==> config.mk <==
export PLATFORM = sky130hd
export DESIGN_NAME = async_packet_serializer_flat
export DESIGN_NICKNAME = d
export VERILOG_FILES = /design/src/rtl/async_packet_serializer_if.sv /design/src/rtl/async_packet_serializer.sv /design/src/flat_wrapper.sv
export SDC_FILE = /design/constraint.sdc
export NUM_CORES = 1
export LEC_CHECK = 0
export ABC_AREA = 1
export CAP_MARGIN = 20
export CORE_MARGIN = 2
export CORE_UTILIZATION = 55
export CTS_BUF_LIST = sky130_fd_sc_hd__clkbuf_16
export CTS_CLUSTER_SIZE = 10
export DETAILED_ROUTE_END_ITERATION = 8
export DONT_BUFFER_PORTS = 1
export GPL_ROUTABILITY_DRIVEN = 1
export HOLD_SLACK_MARGIN = 0.15
export PLACE_DENSITY = 0.67
export SLEW_MARGIN = 20
export SYNTH_ARGS = -nofsm -noshare
export SYNTH_HDL_FRONTEND = slang
export SYNTH_SLANG_ARGS = --single-unit
==> constraint.sdc <==
create_clock -name clk_send -period 2.12 [get_ports clk_send]
set_input_delay 0.212 -clock clk_send [delete_from_list [all_inputs] [get_ports clk_send]]
set_output_delay 0.212 -clock clk_send [all_outputs]
set_load 0.1 [all_outputs]
==> src/rtl/async_packet_serializer_if.sv <==
`default_nettype none
// ============================================================================
// Module   : async_packet_serializer_if
// Brief    : Message-in / packet-out bundle for the packet serializer.
//            Carries the start request, the datagram, the packet strobe and
//            the status signals.
// Revision : 1.0 - initial release
// ============================================================================
interface async_packet_serializer_if #(
  parameter int MSG_W = 64,
  parameter int PKT_W = 6
);
  localparam int NUM_PKTS = (MSG_W + PKT_W - 1) / PKT_W;
  localparam int IDX_W    = (NUM_PKTS > 1) ? $clog2(NUM_PKTS) : 1;

  logic             start;
  logic [MSG_W-1:0] datagram_in;
  logic             busy;
  logic [PKT_W-1:0] packet_out;
  logic [IDX_W-1:0] packet_idx;
  logic             frame_first;
  logic             packet_pulse;
  logic             transmit_ctrl;

  // Message source / link consumer side
  modport master (
    output start, datagram_in,
    input  busy, packet_out, packet_idx, frame_first, packet_pulse, transmit_ctrl
  );

  // Serializer side
  modport slave (
    input  start, datagram_in,
    output busy, packet_out, packet_idx, frame_first, packet_pulse, transmit_ctrl
  );
endinterface
`default_nettype wire

==> src/rtl/async_packet_serializer.sv <==
`default_nettype none
// ============================================================================
// Module   : async_packet_serializer
// Brief    : Captures a datagram on start and sends it as a sequence of
//            PKT_W-bit packets, each framed by a setup period followed by a
//            strobe pulse; pulses transmit_ctrl for one cycle when complete.
// Revision : 1.0 - initial release
// ============================================================================
module async_packet_serializer #(
  parameter int MSG_W        = 64,
  parameter int PKT_W        = 6,
  parameter int SETUP_CYCLES = 1,
  parameter int PULSE_CYCLES = 1,
  parameter int MSB_FIRST    = 0
) (
  input  logic                         clk_send,
  input  logic                         rst_n,
  async_packet_serializer_if.slave     bus
);

  localparam int NUM_PKTS = (MSG_W + PKT_W - 1) / PKT_W;
  localparam int IDX_W    = (NUM_PKTS > 1) ? $clog2(NUM_PKTS) : 1;
  localparam int BUF_W    = NUM_PKTS * PKT_W;
  localparam int MAX_CYC  = (SETUP_CYCLES > PULSE_CYCLES) ? SETUP_CYCLES : PULSE_CYCLES;
  // Counter holds (cycles - 1), so clog2 of the longest phase is enough.
  localparam int CNT_W    = (MAX_CYC > 1) ? $clog2(MAX_CYC) : 1;

  localparam logic [IDX_W-1:0] LAST_IDX   = IDX_W'(NUM_PKTS - 1);
  localparam logic [CNT_W-1:0] SETUP_LOAD = CNT_W'(SETUP_CYCLES - 1);
  localparam logic [CNT_W-1:0] PULSE_LOAD = CNT_W'(PULSE_CYCLES - 1);

  typedef enum logic [1:0] {
    IDLE  = 2'd0,
    SETUP = 2'd1,
    PULSE = 2'd2,
    DONE  = 2'd3
  } state_t;

  state_t                            state_q, state_d;
  logic [NUM_PKTS-1:0][PKT_W-1:0]    buf_q, buf_d;
  logic [IDX_W-1:0]                  idx_q, idx_d;
  logic [CNT_W-1:0]                  cnt_q, cnt_d;

  logic [BUF_W-1:0]                  ext_w;
  logic [IDX_W-1:0]                  chunk_sel_w;

  // Zero-extend the datagram to a whole number of packets
  always_comb begin
    ext_w              = '0;
    ext_w[MSG_W-1:0]   = bus.datagram_in;
  end

  // Map packet index to buffer chunk according to the configured order
  always_comb begin
    chunk_sel_w = idx_q;
    if (MSB_FIRST != 0) begin
      chunk_sel_w = LAST_IDX - idx_q;
    end
  end

  // State register, buffer, packet index and phase counter
  always_ff @(posedge clk_send) begin
    if (!rst_n) begin
      state_q <= IDLE;
      buf_q   <= '0;
      idx_q   <= '0;
      cnt_q   <= '0;
    end else begin
      state_q <= state_d;
      buf_q   <= buf_d;
      idx_q   <= idx_d;
      cnt_q   <= cnt_d;
    end
  end

  // Next-state logic: setup/pulse phase sequencing per packet
  always_comb begin
    state_d = state_q;
    buf_d   = buf_q;
    idx_d   = idx_q;
    cnt_d   = cnt_q;
    case (state_q)
      IDLE: begin
        idx_d = '0;
        cnt_d = '0;
        if (bus.start) begin
          buf_d   = ext_w;
          cnt_d   = SETUP_LOAD;
          state_d = SETUP;
        end
      end
      SETUP: begin
        if (cnt_q == '0) begin
          cnt_d   = PULSE_LOAD;
          state_d = PULSE;
        end else begin
          cnt_d = cnt_q - CNT_W'(1);
        end
      end
      PULSE: begin
        if (cnt_q != '0) begin
          cnt_d = cnt_q - CNT_W'(1);
        end else if (idx_q == LAST_IDX) begin
          state_d = DONE;
        end else begin
          idx_d   = idx_q + IDX_W'(1);
          cnt_d   = SETUP_LOAD;
          state_d = SETUP;
        end
      end
      DONE: begin
        idx_d   = '0;
        cnt_d   = '0;
        state_d = IDLE;
      end
      default: begin
        state_d = IDLE;
      end
    endcase
  end

  // Outputs decoded from registered state; all zero while idle
  always_comb begin
    bus.busy          = (state_q != IDLE);
    bus.packet_pulse  = (state_q == PULSE);
    bus.transmit_ctrl = (state_q == DONE);
    bus.packet_idx    = idx_q;
    bus.packet_out    = (state_q != IDLE) ? buf_q[chunk_sel_w] : '0;
    bus.frame_first   = (state_q != IDLE) && (state_q != DONE) && (idx_q == '0);
  end

endmodule
`default_nettype wire

==> src/flat_wrapper.sv <==
// flat-port wrapper written by rule: the top's interface ports become plain ports
module async_packet_serializer_flat 
#(
  parameter int MSG_W        = 64,
  parameter int PKT_W        = 6,
  parameter int SETUP_CYCLES = 1,
  parameter int PULSE_CYCLES = 1,
  parameter int MSB_FIRST    = 0
)
  (clk_send, rst_n, bus_start, bus_datagram_in, bus_busy, bus_packet_out, bus_packet_idx, bus_frame_first, bus_packet_pulse, bus_transmit_ctrl);
  async_packet_serializer_if #(.MSG_W(MSG_W), .PKT_W(PKT_W)) bus_i ();
  input  logic clk_send;
  input  logic rst_n;
  input wire logic [$bits(bus_i.start)-1:0] bus_start;
  input wire logic [$bits(bus_i.datagram_in)-1:0] bus_datagram_in;
  output wire logic [$bits(bus_i.busy)-1:0] bus_busy;
  output wire logic [$bits(bus_i.packet_out)-1:0] bus_packet_out;
  output wire logic [$bits(bus_i.packet_idx)-1:0] bus_packet_idx;
  output wire logic [$bits(bus_i.frame_first)-1:0] bus_frame_first;
  output wire logic [$bits(bus_i.packet_pulse)-1:0] bus_packet_pulse;
  output wire logic [$bits(bus_i.transmit_ctrl)-1:0] bus_transmit_ctrl;
  assign bus_i.start = bus_start;
  assign bus_i.datagram_in = bus_datagram_in;
  assign bus_busy = bus_i.busy;
  assign bus_packet_out = bus_i.packet_out;
  assign bus_packet_idx = bus_i.packet_idx;
  assign bus_frame_first = bus_i.frame_first;
  assign bus_packet_pulse = bus_i.packet_pulse;
  assign bus_transmit_ctrl = bus_i.transmit_ctrl;
  async_packet_serializer #(.MSG_W(MSG_W), .PKT_W(PKT_W), .SETUP_CYCLES(SETUP_CYCLES), .PULSE_CYCLES(PULSE_CYCLES), .MSB_FIRST(MSB_FIRST)) u_core (.clk_send(clk_send), .rst_n(rst_n), .bus(bus_i));
endmodule
# ---- Word-level counts from Yosys, hierarchy flattened
# Cells that the tools add are included.
dict set report totals {
  regBits 71
  in_bits 67
  out_inout_bits 14
  word_cells 50
}
dict set report classes {
  add_sub_neg 2
  n_lt_le_gt_ge 1
  n_eq_ne 9
  n_mux 13
  reduce_logical 11
}
# cell count
set ops {}
lappend ops {{$bmux 6 s4} 1}
lappend ops {{$mux 6} 2}
lappend ops {{$ne 2x2->1 const B} 5}
lappend ops {{$mux 2} 4}
lappend ops {{$mux 4} 2}
lappend ops {{$pmux 2 s4} 1}
lappend ops {{$pmux 4 s2} 1}
lappend ops {{$reduce_and 3->1} 2}
lappend ops {{$lt 4x5->1 const B} 1}
lappend ops {{$add 4x1->4 const B} 1}
lappend ops {{$eq 2x2->1 const B} 2}
lappend ops {{$eq 4x4->1 const B} 1}
lappend ops {{$logic_not 4->1} 1}
lappend ops {{$reduce_bool 2->1} 2}
lappend ops {{$reduce_or 2->1} 2}
lappend ops {{$eq 2x1->1 const B} 1}
lappend ops {{$logic_and 1x1->1} 2}
lappend ops {{$logic_not 2->1} 1}
lappend ops {{$pmux 1 s2} 1}
lappend ops {{$reduce_and 2->1} 1}
lappend ops {{$mux 1} 1}
lappend ops {{$sub 1x1->1 const B} 1}

# ---- Depth between registers and ports, before layout
dict set report depth {
  depth_word 4
  depth_mapped 11
  ltp_nobuf 9
}

# ---- Worst setup path before layout
# OpenSTA, ideal clock, no wires.
dict set report synth_path {
  path_kind {register -> output}
  start {reg u_core.idx_q[1], in the netlist u_core.bus.packet_idx[1]}
  end {out bus_frame_first}
  arrival_time_ns 2.618
  required_time_ns 1.908
  setup_slack_ns -0.710
  path_stages_with_launch 7
  n_path_buf 2
  path_cell_list {dfxtp_1 -> buf_4 -> inv_4 -> buf_6 -> ha_1 -> nand2_1 -> nor2_1}
}
dict set report synth_between {
  elab_chain_len 2
}
# item line_no
set synth_rtl {}
lappend synth_rtl {{start, declared} async_packet_serializer.sv:41} ;# logic [IDX_W-1:0] idx_q, idx_d;
lappend synth_rtl {{start signal, assigned} async_packet_serializer.sv:71} ;# idx_q <= idx_d;
lappend synth_rtl {{$logic_not 4->1} async_packet_serializer.sv:129} ;# bus.frame_first = (state_q != IDLE) && (state_q != DONE) && (idx_q == '0);
lappend synth_rtl {{$logic_and 1x1->1} async_packet_serializer.sv:129}
lappend synth_rtl {{end, declared} flat_wrapper.sv:19} ;# output wire logic [$bits(bus_i.frame_first)-1:0] bus_frame_first;
# No other way between the ends.

# ---- Worst setup path after layout
dict set report layout_path {
  start {reg u_core.idx_q[0], in the netlist u_core.bus.packet_idx[0]}
  end {out bus_packet_out[0]}
}
dict set report layout_between {
  elab_chain_len 3
}
# item line_no
set layout_rtl {}
lappend layout_rtl {{$bmux 6 s4} async_packet_serializer.sv:128} ;# bus.packet_out = (state_q != IDLE) ? buf_q[chunk_sel_w] : '0;
lappend layout_rtl {{$mux 6 (implied by the code)} async_packet_serializer.sv:128}
lappend layout_rtl {{$mux 6} async_packet_serializer.sv:128}
lappend layout_rtl {{end, declared} flat_wrapper.sv:17} ;# output wire logic [$bits(bus_i.packet_out)-1:0] bus_packet_out;
# No other way between the ends. The select of a mux whose other input is x is not followed.

==> out/results.ini <==
[status]
status = complete, no violations

[synth]
yosysTopAreaCellShare_pct = 41.6
synth_edf_count = 0
synth.most_common_cell = nand2_1
synthArstFlopShare_pct = 0
netlist_area_um2 = 3370
yosysTopAreaCell = dfxtp_1
syn_nets = 579
synth_cell_type_count = 23
synth_common_cells = nand2_1 (128), nor2_1 (83), dfxtp_1 (70)
synthFlopType = dfxtp_1
avgSynthCellArea_um2 = 6.66
ys_top_cells_by_area = dfxtp_1 (42%), nand2_1 (14%), nor2_1 (9.2%), o21ai_0 (9.2%), a21oi_1 (5.3%)
synth-seq-cells = 70
yosysSeqAreaShare_pct = 41.6
yosysWarnings = 0
syn_inst = 506

[global_routing]
grt_max_degree = 68
overflow = 0
grt_pass1_wl_mm = 14.0
track_usage_pct = 27.6
grt_pass1_vias = 3021
antenna_found_initial = 0

[drt]
drc_errors = 0
routed-via-count = 3357
via_per_inst = 5.16
final_antenna_net_count = 0
drt_wl_total_mm = 8.97
drt_pass1_iterations = 4
drt_iter0_drc = 117
post_drt_wl_per_cell_um = 13.8

[clocking]
path_clk_slew_ns = 0.06
cts_setup_buffers = 0
insertion_delay_ns = 0.33
cts.sinks = 70
cts_inserted_buffers = 9
clk_path_buf_depth = 2
clock_tree.root_cell = clkbuf_16
cts.htree.levels = 3
cts_tree = yes

[setup_path]
critPathKind = reg2out
rr_worst_depth = 7
r2r_start = u_core.state_q[1]
reg2reg_slack_ns = 0.21
required_ns = 1.91
critPathArrivalTime_ns = 1.79
crit_fanout = 38
r2r-end = u_core.buf_q[60]
end_kind = output pin
critPathLaunchType = flip-flop

[power_and_ir_drop]
power_density_nw_per_um2 = 1210
leakage_nw = 1.99
ir_drop_mv = 0.779

[layout]
area_growth_pct = 35.6
diodes = 0
layout-drive-gt1-share_pct = 10.1
nNetsFinal = 644

[hold_path]
hold_depth = 2
hold_path_end = u_core.buf_q[5]
hp-start = bus_datagram_in[5]
hold_class = in2reg

[timing]
fin_crit_ns = 2.00
fin_crit_sh_pct = 94.4
rsz0062_at_grt = no
maxSlewHeadroom_pct = 68.2
setup_viol = 0
tns_ns = 0
fin_skew_ns = 0.00311
fmax_mhz = 500
worst_pin_slew_ns = 0.475
drv_slew = 0
fin_ws_ns = 0.119
hold_viol_final = 0

[floorplan]
io_pins = 81
rows = 28
core-area_um2 = 5920
initial_utilization_pct = 56.9
dieArea_um2 = 6770
die_w_um = 82.3
die_h_um = 82.3

[flow_run]
maxCapViolations = 0

[placed_design]
post-place-ws_ns = 0.469
dp_hpwl_mm = 5.49
io_buffers = 0
gp_congestion = 0.825

-- worst max path at each step --
stage                                        start                 to  slack (ns)  cells after the start
after CTS                 u_core.bus.packet_idx[0]  bus_packet_out[0]         0.1                      9
final                     u_core.bus.packet_idx[0]  bus_packet_out[0]        0.12                      9
after detailed placement  u_core.bus.packet_idx[0]  bus_packet_out[0]        0.47                      9
after global routing      u_core.bus.packet_idx[0]  bus_packet_out[0]      0.0002                     10
after floorplan           u_core.bus.packet_idx[1]    bus_frame_first      -0.001                      6
after global placement    u_core.bus.packet_idx[0]  bus_packet_out[0]        0.48                     10
-- registers in the layout, indices dropped and copies added (netlist names) --
name	cells
u_core.buf_q	64
u_core.bus.packet_idx	4
u_core.state_q	2
-- cell type report --
cell class	instances	area, µm²
flip-flops and latches	70	1410
fillers	456	1350
repair buffers	84	913
clock inverters	7	114
multi-input cells	357	1600
clock buffers	9	225
inverters	49	214
well taps	75	93.8
-- report_power, final --
part           switching [W]  leakage (nW)  internal [W]
clock               0.000569         0.164       0.00114
combinational        0.00142          1.24      0.000710
sequential          0.000127         0.581       0.00156
total                0.00212          1.99       0.00341
-- timing repair --
action	CTS	global route
endpoints found under the setup margin	0	3
hold buffers	64	0
endpoints found under the hold margin	68	0
gates resized for setup	0	1
-- routing by layer --
| metal | up-vias | global-route usage, % | wire [µm] |
|---|---|---|---|
| met2 | 102 | 46.0 | 4260 |
| li1 | 1731 | - | - |
| met4 | 0 | 12.0 | 194 |
| met3 | 17 | 5.22 | 480 |
| met1 | 1507 | 34.6 | 4030 |
| met5 | - | 0 | 0 |
-- layout by cell type, fill, tap and decap left out, drive strengths merged --
cell / count
a21oi: 37
buf: 21
bufinv: 3
clkbuf: 9
clkinv: 2
clkinvlp: 7
dfxtp: 70
dlygate4sd3: 63
ha: 6
inv: 44
nand2: 130
nand3: 27
nor2: 87
nor3: 2
o21ai: 68
-- kinds of logic after synthesis --
kind of cell | count (synthesis) | synth area share [%]
and+or+nand+nor | 246 | 29.5
DFF | 70 | 41.6
AOI/OAI and AO/OA | 105 | 15.7
buffers and inverters | 79 | 11.0
adders and majority gates | 6 | 2.23
-- critical path: stages (launching register included) --
cell        delay [ns]
dfxtp_4           0.39
inv_6             0.23
nand2_1           0.11
nand2_1           0.08
nor2_1            0.04
nor2_1            0.09
nand3_1           0.12
nand2_1           0.13
clkinvlp_4        0.10
buf_12            0.17
-- per-stage QoR --
stage	instance area, µm²	hold slack, ns	cells	util, %	power (W)
after floorplan	3400	0.361	506	-	0.00326
after global placement	3580	0.358	571	60.4	0.00368
after detailed placement	3580	0.361	571	60.4	0.00371
after CTS	4570	0.174	651	77.2	0.00553
after global routing	4570	0.192	651	77.2	0.00583
final	4570	0.174	651	77.2	0.00553
Note: power is estimated with default switching activity, not from simulation.
